<file path="src/rtl/led_ctrl_pkg.sv">
// Shared constants for the LED controller: channel mode codes and register addresses.
package led_ctrl_pkg;

    localparam logic [1:0] MODE_OFF   = 2'b00;
    localparam logic [1:0] MODE_ON    = 2'b01;
    localparam logic [1:0] MODE_BLINK = 2'b10;
    localparam logic [1:0] MODE_PWM   = 2'b11;

    localparam int unsigned ADDR_MODE      = 0;
    localparam int unsigned ADDR_HALF      = 1;
    localparam int unsigned ADDR_STATUS    = 2;
    localparam int unsigned ADDR_DUTY_BASE = 4;

    localparam int unsigned MAX_CHANNELS = 16;

endpackage

</file>
<file path="src/rtl/led_ctrl_channel.sv">
// One LED output: selects off/on/blink phase/PWM compare and registers the result.
// Mode 11 uses the PWM comparator when LED_PWM_EN is defined, otherwise it is steady on.
module led_ctrl_channel
    import led_ctrl_pkg::*;
#(
    parameter int PWM_W = 8
) (
    input  logic             clk,
    input  logic             rst,
    input  logic [1:0]       mode,
    input  logic             phase,
    input  logic [PWM_W-1:0] pwm_cnt,
    input  logic [PWM_W-1:0] duty,
    output logic             led
);

    logic led_d;
    logic led_q;
    logic pwm_on;

`ifdef LED_PWM_EN
    assign pwm_on = (pwm_cnt < duty);
`else
    logic unused_pwm;
    assign unused_pwm = ^{pwm_cnt, duty};
    assign pwm_on     = 1'b1;
`endif

    always_comb begin
        led_d = 1'b0;
        case (mode)
            MODE_OFF:   led_d = 1'b0;
            MODE_ON:    led_d = 1'b1;
            MODE_BLINK: led_d = phase;
            default:    led_d = pwm_on;
        endcase
    end

    always_ff @(posedge clk or posedge rst) begin
        if (rst) led_q <= 1'b0;
        else     led_q <= led_d;
    end

    assign led = led_q;

endmodule

</file>
<file path="src/rtl/led_blink_ctrl.sv">
// Register-programmable LED driver: off/on/blink/PWM per channel, shared blink timebase.
// PWM counter, DUTY registers and comparators only exist when LED_PWM_EN is defined.
module led_blink_ctrl
    import led_ctrl_pkg::*;
#(
    parameter int CHANNELS = 8,
    parameter int CLK_HZ   = 50_000_000,
    parameter int CNT_W    = 32,
    parameter int PWM_W    = 8,
    parameter int ADDR_W   = 5
) (
    input  logic                CLOCK_50,
    input  logic                RESET,
    input  logic                wr_en,
    input  logic                rd_en,
    input  logic [ADDR_W-1:0]   addr,
    input  logic [31:0]         wdata,
    output logic [31:0]         rdata,
    output logic [CHANNELS-1:0] LEDG
);

    generate
        if (CHANNELS < 1 || CHANNELS > int'(MAX_CHANNELS)) begin : g_bad_channels
            $error("led_blink_ctrl: CHANNELS must be in 1..16");
        end
        if (CNT_W < 1 || CNT_W > 32 || PWM_W < 1 || PWM_W > 32) begin : g_bad_width
            $error("led_blink_ctrl: CNT_W and PWM_W must be in 1..32");
        end
    endgenerate

    localparam int MODE_W = 2 * CHANNELS;
    localparam logic [CNT_W-1:0] HALF_RST = CNT_W'(CLK_HZ - 1);

    logic sel_mode;
    logic sel_half;
    logic sel_status;

    assign sel_mode   = (addr == ADDR_W'(ADDR_MODE));
    assign sel_half   = (addr == ADDR_W'(ADDR_HALF));
    assign sel_status = (addr == ADDR_W'(ADDR_STATUS));

    logic [MODE_W-1:0] mode_q,      mode_d;
    logic [CNT_W-1:0]  half_q,      half_d;
    logic [CNT_W-1:0]  blink_cnt_q, blink_cnt_d;
    logic              phase_q,     phase_d;
    logic [31:0]       rdata_q,     rdata_d;

    logic                           unused_wdata;
    logic [PWM_W-1:0]               pwm_cnt;
    logic [CHANNELS-1:0][PWM_W-1:0] duty;

    assign unused_wdata = ^wdata;

    always_comb begin
        mode_d      = mode_q;
        half_d      = half_q;
        blink_cnt_d = blink_cnt_q + CNT_W'(1);
        phase_d     = phase_q;
        if (wr_en && sel_mode) mode_d = wdata[MODE_W-1:0];
        // A new half-period restarts the count so a stale count above it cannot run away; phase holds.
        if (wr_en && sel_half) begin
            half_d      = wdata[CNT_W-1:0];
            blink_cnt_d = '0;
        end else if (blink_cnt_q == half_q) begin
            blink_cnt_d = '0;
            phase_d     = ~phase_q;
        end
    end

`ifdef LED_PWM_EN
    logic [PWM_W-1:0]               pwm_cnt_q, pwm_cnt_d;
    logic [CHANNELS-1:0][PWM_W-1:0] duty_q,    duty_d;

    always_comb begin
        pwm_cnt_d = pwm_cnt_q + PWM_W'(1);
        duty_d    = duty_q;
        for (int i = 0; i < CHANNELS; i++) begin
            if (wr_en && addr == ADDR_W'(ADDR_DUTY_BASE + i)) duty_d[i] = wdata[PWM_W-1:0];
        end
    end

    always_ff @(posedge CLOCK_50 or posedge RESET) begin
        if (RESET) begin
            pwm_cnt_q <= '0;
            duty_q    <= '0;
        end else begin
            pwm_cnt_q <= pwm_cnt_d;
            duty_q    <= duty_d;
        end
    end

    assign pwm_cnt = pwm_cnt_q;
    assign duty    = duty_q;
`else
    assign pwm_cnt = '0;
    assign duty    = '0;
`endif

    // Read mux samples pre-write register values, so a same-cycle read/write returns the old data.
    always_comb begin
        rdata_d = rdata_q;
        if (rd_en) begin
            rdata_d = '0;
            if (sel_mode)   rdata_d = 32'(mode_q);
            if (sel_half)   rdata_d = 32'(half_q);
            if (sel_status) rdata_d = {31'b0, phase_q};
`ifdef LED_PWM_EN
            for (int i = 0; i < CHANNELS; i++) begin
                if (addr == ADDR_W'(ADDR_DUTY_BASE + i)) rdata_d = 32'(duty_q[i]);
            end
`endif
        end
    end

    always_ff @(posedge CLOCK_50 or posedge RESET) begin
        if (RESET) begin
            mode_q      <= '0;
            half_q      <= HALF_RST;
            blink_cnt_q <= '0;
            phase_q     <= 1'b0;
            rdata_q     <= '0;
        end else begin
            mode_q      <= mode_d;
            half_q      <= half_d;
            blink_cnt_q <= blink_cnt_d;
            phase_q     <= phase_d;
            rdata_q     <= rdata_d;
        end
    end

    assign rdata = rdata_q;

    for (genvar i = 0; i < CHANNELS; i++) begin : g_ch
        led_ctrl_channel #(
            .PWM_W (PWM_W)
        ) u_ch (
            .clk     (CLOCK_50),
            .rst     (RESET),
            .mode    (mode_q[2*i +: 2]),
            .phase   (phase_q),
            .pwm_cnt (pwm_cnt),
            .duty    (duty[i]),
            .led     (LEDG[i])
        );
    end

endmodule

</file>
<file path="config.mk">
export PLATFORM = sky130hd
export DESIGN_NAME = led_blink_ctrl
export DESIGN_NICKNAME = d
export VERILOG_FILES = /design/src/rtl/led_ctrl_pkg.sv /design/src/rtl/led_ctrl_channel.sv /design/src/rtl/led_blink_ctrl.sv
export SDC_FILE = /design/constraint.sdc
export NUM_CORES = 1
export LEC_CHECK = 0
export ABC_AREA = 1
export CORE_UTILIZATION = 59
export DETAILED_ROUTE_END_ITERATION = 6
export PLACE_DENSITY = 0.92
export SLEW_MARGIN = 20
export SYNTH_ARGS = -nofsm -noshare
export SYNTH_HDL_FRONTEND = slang
export SYNTH_SLANG_ARGS = --single-unit
</file>
<file path="constraint.sdc">
create_clock -name CLOCK_50 -period 8.29 [get_ports CLOCK_50]
set_input_delay 1.658 -clock CLOCK_50 [delete_from_list [all_inputs] [get_ports CLOCK_50]]
set_output_delay 1.658 -clock CLOCK_50 [all_outputs]
set_load 0.005 [all_outputs]
</file>
==> results of run 1 <==
-- area by class of cell --
type,instances,area [um^2],share of cell area
Sequential cell,121,3050,0.418
Multi-Input combinational cell,494,2350,0.322
Timing Repair Buffer,81,808,0.111
Clock buffer,23,477,0.0654
Inverter,78,297,0.0407
Tap cell,133,166,0.0228
Clock inverter,9,145,0.0199
-- metal layers --
metal	vias up	track usage	wire, um
met5	-	0	0
met4	0	0.205	799
met2	348	0.550	7980
li1	2375	-	-
met1	2519	0.406	6260
met3	87	0.0951	1390
-- kinds of logic (layout without fill, tap and decap cells) --
kind of cell / after synthesis / in the layout / share of synthesized area
flip-flops: 121 / 121 / 0.518
adder cells (fa/ha/maj): 1 / 1 / 0.00213
AO/OA/AOI/OAI: 76 / 76 / 0.0663
XOR/XNOR: 47 / 47 / 0.0699
AND/OR/NAND/NOR: 370 / 370 / 0.260
buffers and inverters: 110 / 191 / 0.0831
-- worst paths after layout --
kind                           startpoint               end  depth (start not counted)
max reg2reg                blink_cnt_q[2]   blink_cnt_q[21]                          8
max in group asynchronous           RESET   blink_cnt_q[11]                          3
max                               addr[3]         mode_q[1]                          7
min in group asynchronous           RESET  g_ch[5].u_ch.led                          2
min reg2reg                     rdata[30]         rdata[30]                          2
min                             rdata[30]         rdata[30]                          2
-- registers in the layout, summed over array words and instances, names as in the netlist --
register	flops
g_ch.u_ch.led	8
rdata	32
blink_cnt_q	32
phase_q	1
mode_q	16
half_q	32
-- cell usage after synthesis --
cell type,n
nand2_1,252
dfrtp_1,103
inv_1,76
nor2_1,68
o21ai_0,66
xnor2_1,31
nand3_1,20
dfstp_2,18
xor2_1,16
buf_4,10
clkbuf_1,10
nand4_1,9
o22ai_1,6
buf_2,5
nor2_2,5
buf_6,4
nor3_1,4
nor3_2,3
buf_1,2
nand2_2,2
nor2_4,2
o21ai_1,2
a21oi_1,1
and2_1,1
clkbuf_2,1
clkinv_2,1
ha_1,1
inv_2,1
nand2_4,1
nand3_2,1
nand3_4,1
nand4_2,1
o21bai_1,1
-- per-stage QoR --
step,hold slack [ns],instances,total power [mW],area [um^2],util
after floorplan,0.450,725,0.936,5890,-
after global placement,0.461,907,1.01,6670,0.685
after detailed placement,0.464,907,1.03,6670,0.685
after CTS,0.481,939,1.81,7290,0.749
after global routing,0.508,939,1.88,7290,0.749
final,0.478,939,1.82,7290,0.749
-- critical path, stage by stage --
cell and delay [ns]:
clkdlybuf4s50_1 0.39, nor2_1 0.22, nand3_1 0.52, inv_1 0.25
nand2_1 0.54, nand2_1 0.26, o21ai_0 0.13
-- report_power, final --
part	internal (mW)	switching, mW
sequential	0.679	0.0868
combinational	0.119	0.161
clock	0.518	0.258
==> impl_metrics.yaml, run 1 <==
clock_network:
  postCtsSetupRepairBufs: 0
  cts.htree.levels: 4
  cts-root-buf: "clkbuf_8"
  cts_tree: "yes"
  clk_path_buf_depth: 2
  ctsResizeCount: 0
  cts_hold_buf: 0
  insertion_delay_ns: 0.53
  cts_inserted_buffers: 17
  cts_sinks: 121
  clk_pin_slew_ns: 0.06
timing:
  finalHoldViolations: 0
  setup_viol: 0
  setup_tns_ns: 0
  relSlewSlack: 0.335
  worst_pin_slew_ns: 0.996
  fin_crit_ns: 3.62
  max_freq_mhz: 277
  min_period_over_period: 0.436
  layout_setup_ws_ns: 4.67
  report.final.slew_viol_count: 0
  fin_skew_ns: 0.00964
  rsz0062_at_grt: "false"
final_layout:
  nFillCells: 596
  num_antenna_cells: 0
  nNetsFinal: 835
  areaGrowthSynthToFinish_pct: 23.9
  layout_common_cells: "nand2_1, dfrtp_1, clkdlybuf4s50_1, inv_1, nor2_1"
  final_common_cell: "nand2_1"
  drive_gt1_frac: 0.0844
placement:
  gp_congestion: 0.927
  preCtsSetupSlack_ns: 4.28
  post-dp-hpwl_um: 10300
  port_buffers: 80
floorplan:
  start_util: 0.605
  ios: 81
  die_w_um: 102
  core_um2: 9730
  die_h_um: 102
  fp-row-count: 36
  die-area_um2: 10400
synthesis:
  synth_warnings: 0
  synth_area_leaders: "dfrtp_1, nand2_1, dfstp_2"
  netlist.top_cell.by_area: "dfrtp_1"
  avgSynthCellArea_um2: 8.12
  synth-seq-cells: 121
  syn-num-nets: 767
  netlist_instances: 725
  yosysUniqueCellTypes: 33
  synth_top_area_share: 0.438
  ys_seq_area_frac: 0.518
  syn_area_um2: 5890
drt:
  vias: 5329
  drc: 1
  drt_iter0_markers: 467
  routed_wl_um: 16400
  avgViaCountPerCell: 5.68
  drtAntennaViolNets: 0
  firstDrtPassIters: 7
  routedWlPerCell_um: 17.5
status:
  status: "finished, violations left"
  violations: "DRC"
critical_path:
  worstPathMaxFanout: 32
  crit_arrival_ns: 3.99
  cp-start-kind: "primary input"
  cp-end-kind: "flop"
  worstSetupPathType: "in -> reg"
  r2r_setup_slack_ns: 6.03
  crit_required_ns: 8.66
global_route:
  antenna_found_initial: 0
  grt_pass1_vias: 5349
  grt_pass1_wl_um: 26100
  grt_remaining_overflow: 0
  grt_max_degree: 73
  grt_use_total: 0.340
pwr:
  pwr_density_cell_nw_per_um2: 250
  peakVddDrop_mv: 0.158
  power.leakage_nw: 3.40
worst_hold_path:
  hp-class: "reg -> reg"
run:
  maxCapViolations: 0
Power figures use the tool's default switching activity.
==> run 2, diff against run 1 <==
CORE_UTILIZATION = 50   (was 59)
PLACE_DENSITY = 0.84   (was 0.92)
clock period = 3.1 ns   (was 8.29 ns; I/O delays follow)
==> impl_metrics.yaml, run 2 (same netlist as run 1, synthesis figures left out) <==
critical_path:
  cp-end-kind: "flop"
  worstSetupPathType: "in -> reg"
  r2r_start: "blink_cnt_q[16]"
  ff2ff_path_depth: 10
  r2r_setup_slack_ns: 1.06
  crit_arrival_ns: 2.50
  critPathLaunch: "addr[3]"
  cp-start-kind: "primary input"
  reg2reg_to: "blink_cnt_q[26]"
  crit_required_ns: 3.35
  worstPathMaxFanout: 32
  endpoint: "mode_q[1]"
floorplan:
  die_w_um: 110
  fp-row-count: 39
  core_um2: 11500
  start_util: 0.513
  die-area_um2: 12200
  die_h_um: 110
  ios: 81
drt:
  drtAntennaViolNets: 0
  firstDrtPassIters: 5
  drt_iter0_markers: 457
  drc: 0
  avgViaCountPerCell: 5.22
  vias: 4978
  routed_wl_um: 13900
  routedWlPerCell_um: 14.6
placement:
  preCtsSetupSlack_ns: 0.484
  gp_congestion: 0.883
  place_area_um2: 6730
  port_buffers: 80
  post-dp-hpwl_um: 9760
  dp_cells: 922
clock_network:
  clk_path_buf_depth: 2
  cts_sinks: 121
  cts-root-buf: "clkbuf_16"
  cts_tree: "yes"
  cts_inserted_buffers: 17
  cts_hold_buf: 0
  insertion_delay_ns: 0.42
  postCtsSetupRepairBufs: 0
  clk_pin_slew_ns: 0.05
  ctsResizeCount: 0
  cts.htree.levels: 4
timing:
  fin_crit_ns: 2.25
  max_freq_mhz: 445
  setup_tns_ns: 0
  layout_setup_ws_ns: 0.851
  relSlewSlack: 0.315
  report.final.slew_viol_count: 0
  worst_pin_slew_ns: 1.03
  finalHoldViolations: 0
  min_period_over_period: 0.726
  fin_skew_ns: 0.00746
  rsz0062_at_grt: "false"
  setup_viol: 0
final_layout:
  fin_area_um2: 7310
  drive_gt1_frac: 0.0863
  nFillCells: 893
  fin_util: 0.638
  nNetsFinal: 840
  final_cells: 954
  num_antenna_cells: 0
  layout_common_cells: "nand2_1, dfrtp_1, clkdlybuf4s50_1, inv_1, nor2_1"
  final_common_cell: "nand2_1"
  multi_input_area_um2: 2350
  seqCellArea_um2: 3050
  areaGrowthSynthToFinish_pct: 24.3
global_route:
  grt_max_degree: 67
  grt_use_total: 0.244
  grt_pass1_wl_um: 23600
  grt_pass1_vias: 4937
  antenna_found_initial: 0
  grt_remaining_overflow: 0
status:
  status: "finished clean"
pwr:
  power.leakage_nw: 3.40
  peakVddDrop_mv: 0.374
  pwr_density_cell_nw_per_um2: 641
run:
  maxCapViolations: 0
worst_hold_path:
  min_from: "rdata[27]"
  hp-class: "reg -> reg"
## run 2: changes by cell type in the layout (fill, tap and decap cells not counted)
cell        delta
clkbuf_1       +3
clkinv_4       +1
clkbuf_8       -4
buf_12         +1
inv_4          -1
bufinv_16      -1
buf_4          +4
clkinvlp_4     +1
clkbuf_16      +1
## run 2: report_power, final
group	internal, mW	switching [mW]	total, mW
clock	1.28	0.667	1.94
combinational	0.322	0.393	0.715
sequential	1.82	0.209	2.03
total	3.42	1.27	4.69
## run 2: cell type report
type                       instances  area share
sequential                       121       0.417
multi-input combinational        494       0.321
timing repair buffer              86       0.117
clock buffer                      23      0.0626
inverter                          78      0.0407
tap                              143      0.0245
clock inverter                     9      0.0169
## run 2: metal layers
metal	vias up	global-route usage	part of all wire
met5	-	0	0
met4	0	0.0987	0.029
met3	36	0.0565	0.055
met2	178	0.391	0.48
met1	2383	0.319	0.43
li1	2381	-	-
## run 2: how the worst min path moves through the flow
stage                  endpoint  slack, ns  cells after the start
3_5_place_dp          rdata[12]       0.47                      2
5_1_grt               rdata[27]       0.50                      2
3_3_place_gp          rdata[15]       0.46                      2
6_report              rdata[27]       0.48                      2
4_1_cts               rdata[27]       0.48                      2
2_1_floorplan  g_ch[1].u_ch.led       0.45                      2
## run 2: stage by stage
| stage | hold slack (ns) | power (mW) |
|---|---|---|
| 6_report | 0.476 | 4.69 |
| 5_1_grt | 0.500 | 4.92 |
| 4_1_cts | 0.481 | 4.69 |
| 3_5_place_dp | 0.466 | 2.75 |
| 3_3_place_gp | 0.462 | 2.71 |
| 2_1_floorplan | 0.450 | 2.50 |
## run 2: critical path, stage by stage
cell	delay [ns]
clkdlybuf4s50_1	0.40
nor2_1	0.20
nand3_1	0.11
buf_4	0.21
inv_1	0.08
nand2_1	0.52
nand2_1	0.24
o21ai_0	0.12
==> run 3, diff against run 2 <==
CORE_UTILIZATION = 55   (was 50)
PLACE_DENSITY = 0.87   (was 0.84)
clock period = 2.15 ns   (was 3.1 ns; I/O delays follow)
==> impl_metrics.yaml, run 3 (same netlist as run 1, synthesis figures left out) <==
status:
  status: "finished clean"
drt:
  routed_wl_um: 14900
  avgViaCountPerCell: 5.32
  routedWlPerCell_um: 15.7
  drtAntennaViolNets: 0
  drt_iter0_markers: 456
  firstDrtPassIters: 5
  drc: 0
  vias: 5066
critical_path:
  cp-end-kind: "output pin"
  crit_arrival_ns: 1.40
  cp.buffers_inverters: 1
  worstSetupPathType: "reg -> out"
  critPathTopFamily: "buffers and inverters"
  cp-start-kind: "flop"
  critPathSlowestCell: "clkdlybuf4s50_1"
  r2r_setup_slack_ns: 0.33
  cp_cell_sequence: "clkdlybuf4s50_1"
  worst-path-stages: 1
  crit_required_ns: 1.72
  worstPathMaxFanout: 2
  ff2ff_path_depth: 11
  cp_slowest_stage_delay_ns: 0.52
clock_network:
  clk_pin_slew_ns: 0.06
  cts_sinks: 121
  cts-root-buf: "clkbuf_8"
  ctsResizeCount: 0
  cts.htree.levels: 4
  insertion_delay_ns: 0.53
  cts_inserted_buffers: 17
  cts_tree: "yes"
  cts_hold_buf: 0
  clk_path_buf_depth: 2
  postCtsSetupRepairBufs: 0
final_layout:
  layout_common_cells: "nand2_1, dfrtp_1, clkdlybuf4s50_1, inv_1, nor2_1"
  areaGrowthSynthToFinish_pct: 24.8
  drive_gt1_frac: 0.0919
  nNetsFinal: 845
  num_antenna_cells: 0
  final_common_cell: "nand2_1"
timing:
  fin_skew_ns: 0.00649
  finalHoldViolations: 0
  max_freq_mhz: 547
  fin_crit_ns: 1.83
  setup_viol: 0
  worst_pin_slew_ns: 0.395
  min_period_over_period: 0.850
  report.final.slew_viol_count: 0
  relSlewSlack: 0.736
  rsz0062_at_grt: "false"
  whs_ns: 0.350
  setup_tns_ns: 0
global_route:
  grt_remaining_overflow: 0
  antenna_found_initial: 0
  grt_max_degree: 64
  grt_use_total: 0.294
  grt_pass1_wl_um: 25000
  grt_pass1_vias: 5113
floorplan:
  core_um2: 10400
  fp-row-count: 37
  die_h_um: 105
  start_util: 0.568
  die-area_um2: 11100
  die_w_um: 105
  ios: 81
pwr:
  pwr_density_cell_nw_per_um2: 904
  power.leakage_nw: 3.42
  peakVddDrop_mv: 0.676
placement:
  post-dp-hpwl_um: 10400
  port_buffers: 80
  gp_congestion: 0.895
worst_hold_path:
  hp-class: "in -> async"
run:
  maxCapViolations: 0
-- run 3: cell types whose count changed in the layout (fill, tap and decap cells not counted) --
cell,before,now
buf_12,1,4
clkbuf_8,1,2
clkinv_4,1,0
clkinvlp_4,1,3
buf_4,5,7
clkbuf_16,17,16
bufinv_16,3,2
-- run 3: worst paths after layout --
check	startpoint	end
setup / recovery	rdata[19]	rdata[19]
hold / removal	RESET	rdata[3]
setup reg to reg	blink_cnt_q[0]	blink_cnt_q[31]
hold reg to reg	rdata[7]	rdata[7]
max in group asynchronous	RESET	half_q[0]
min in group CLOCK_50	wdata[23]	half_q[23]
-- run 3: routing by layer --
metal | track usage | wire length, um
met5 | 0 | 0
met4 | 0.132 | 464
met3 | 0.0631 | 902
met2 | 0.480 | 7290
met1 | 0.378 | 6280
-- run 3: final cells by class --
cell class,count,area (um^2)
fillers,726,3030
multi-input cells,494,2350
inverters,78,298
repair buffers,91,933
clock inverters,9,100
flip-flops and latches,121,3050
well taps,136,170
clock buffers,23,447
-- run 3: metrics by stage --
step                instance area, um^2  cells  power (mW)  utilization  setup WS [ns]
floorplan                          5890    725        3.61            -          0.251
global placement                   6800    920        3.93        0.656          0.154
detailed placement                 6800    920        3.99        0.656         0.0853
CTS                                7340    952        6.65        0.708          0.314
global route                       7340    952        6.92        0.708          0.214
finish                             7340    952        6.64        0.708          0.322
-- run 3: worst min-delay path, stage by stage --
cell and delay, ns:
clkdlybuf4s50_1 0.44, clkinvlp_4 0.12, buf_12 0.27
-- run 3: where the power goes --
group          internal, mW  switching (mW)
registers              2.62           0.334
logic                 0.472           0.585
clock network          1.67           0.965
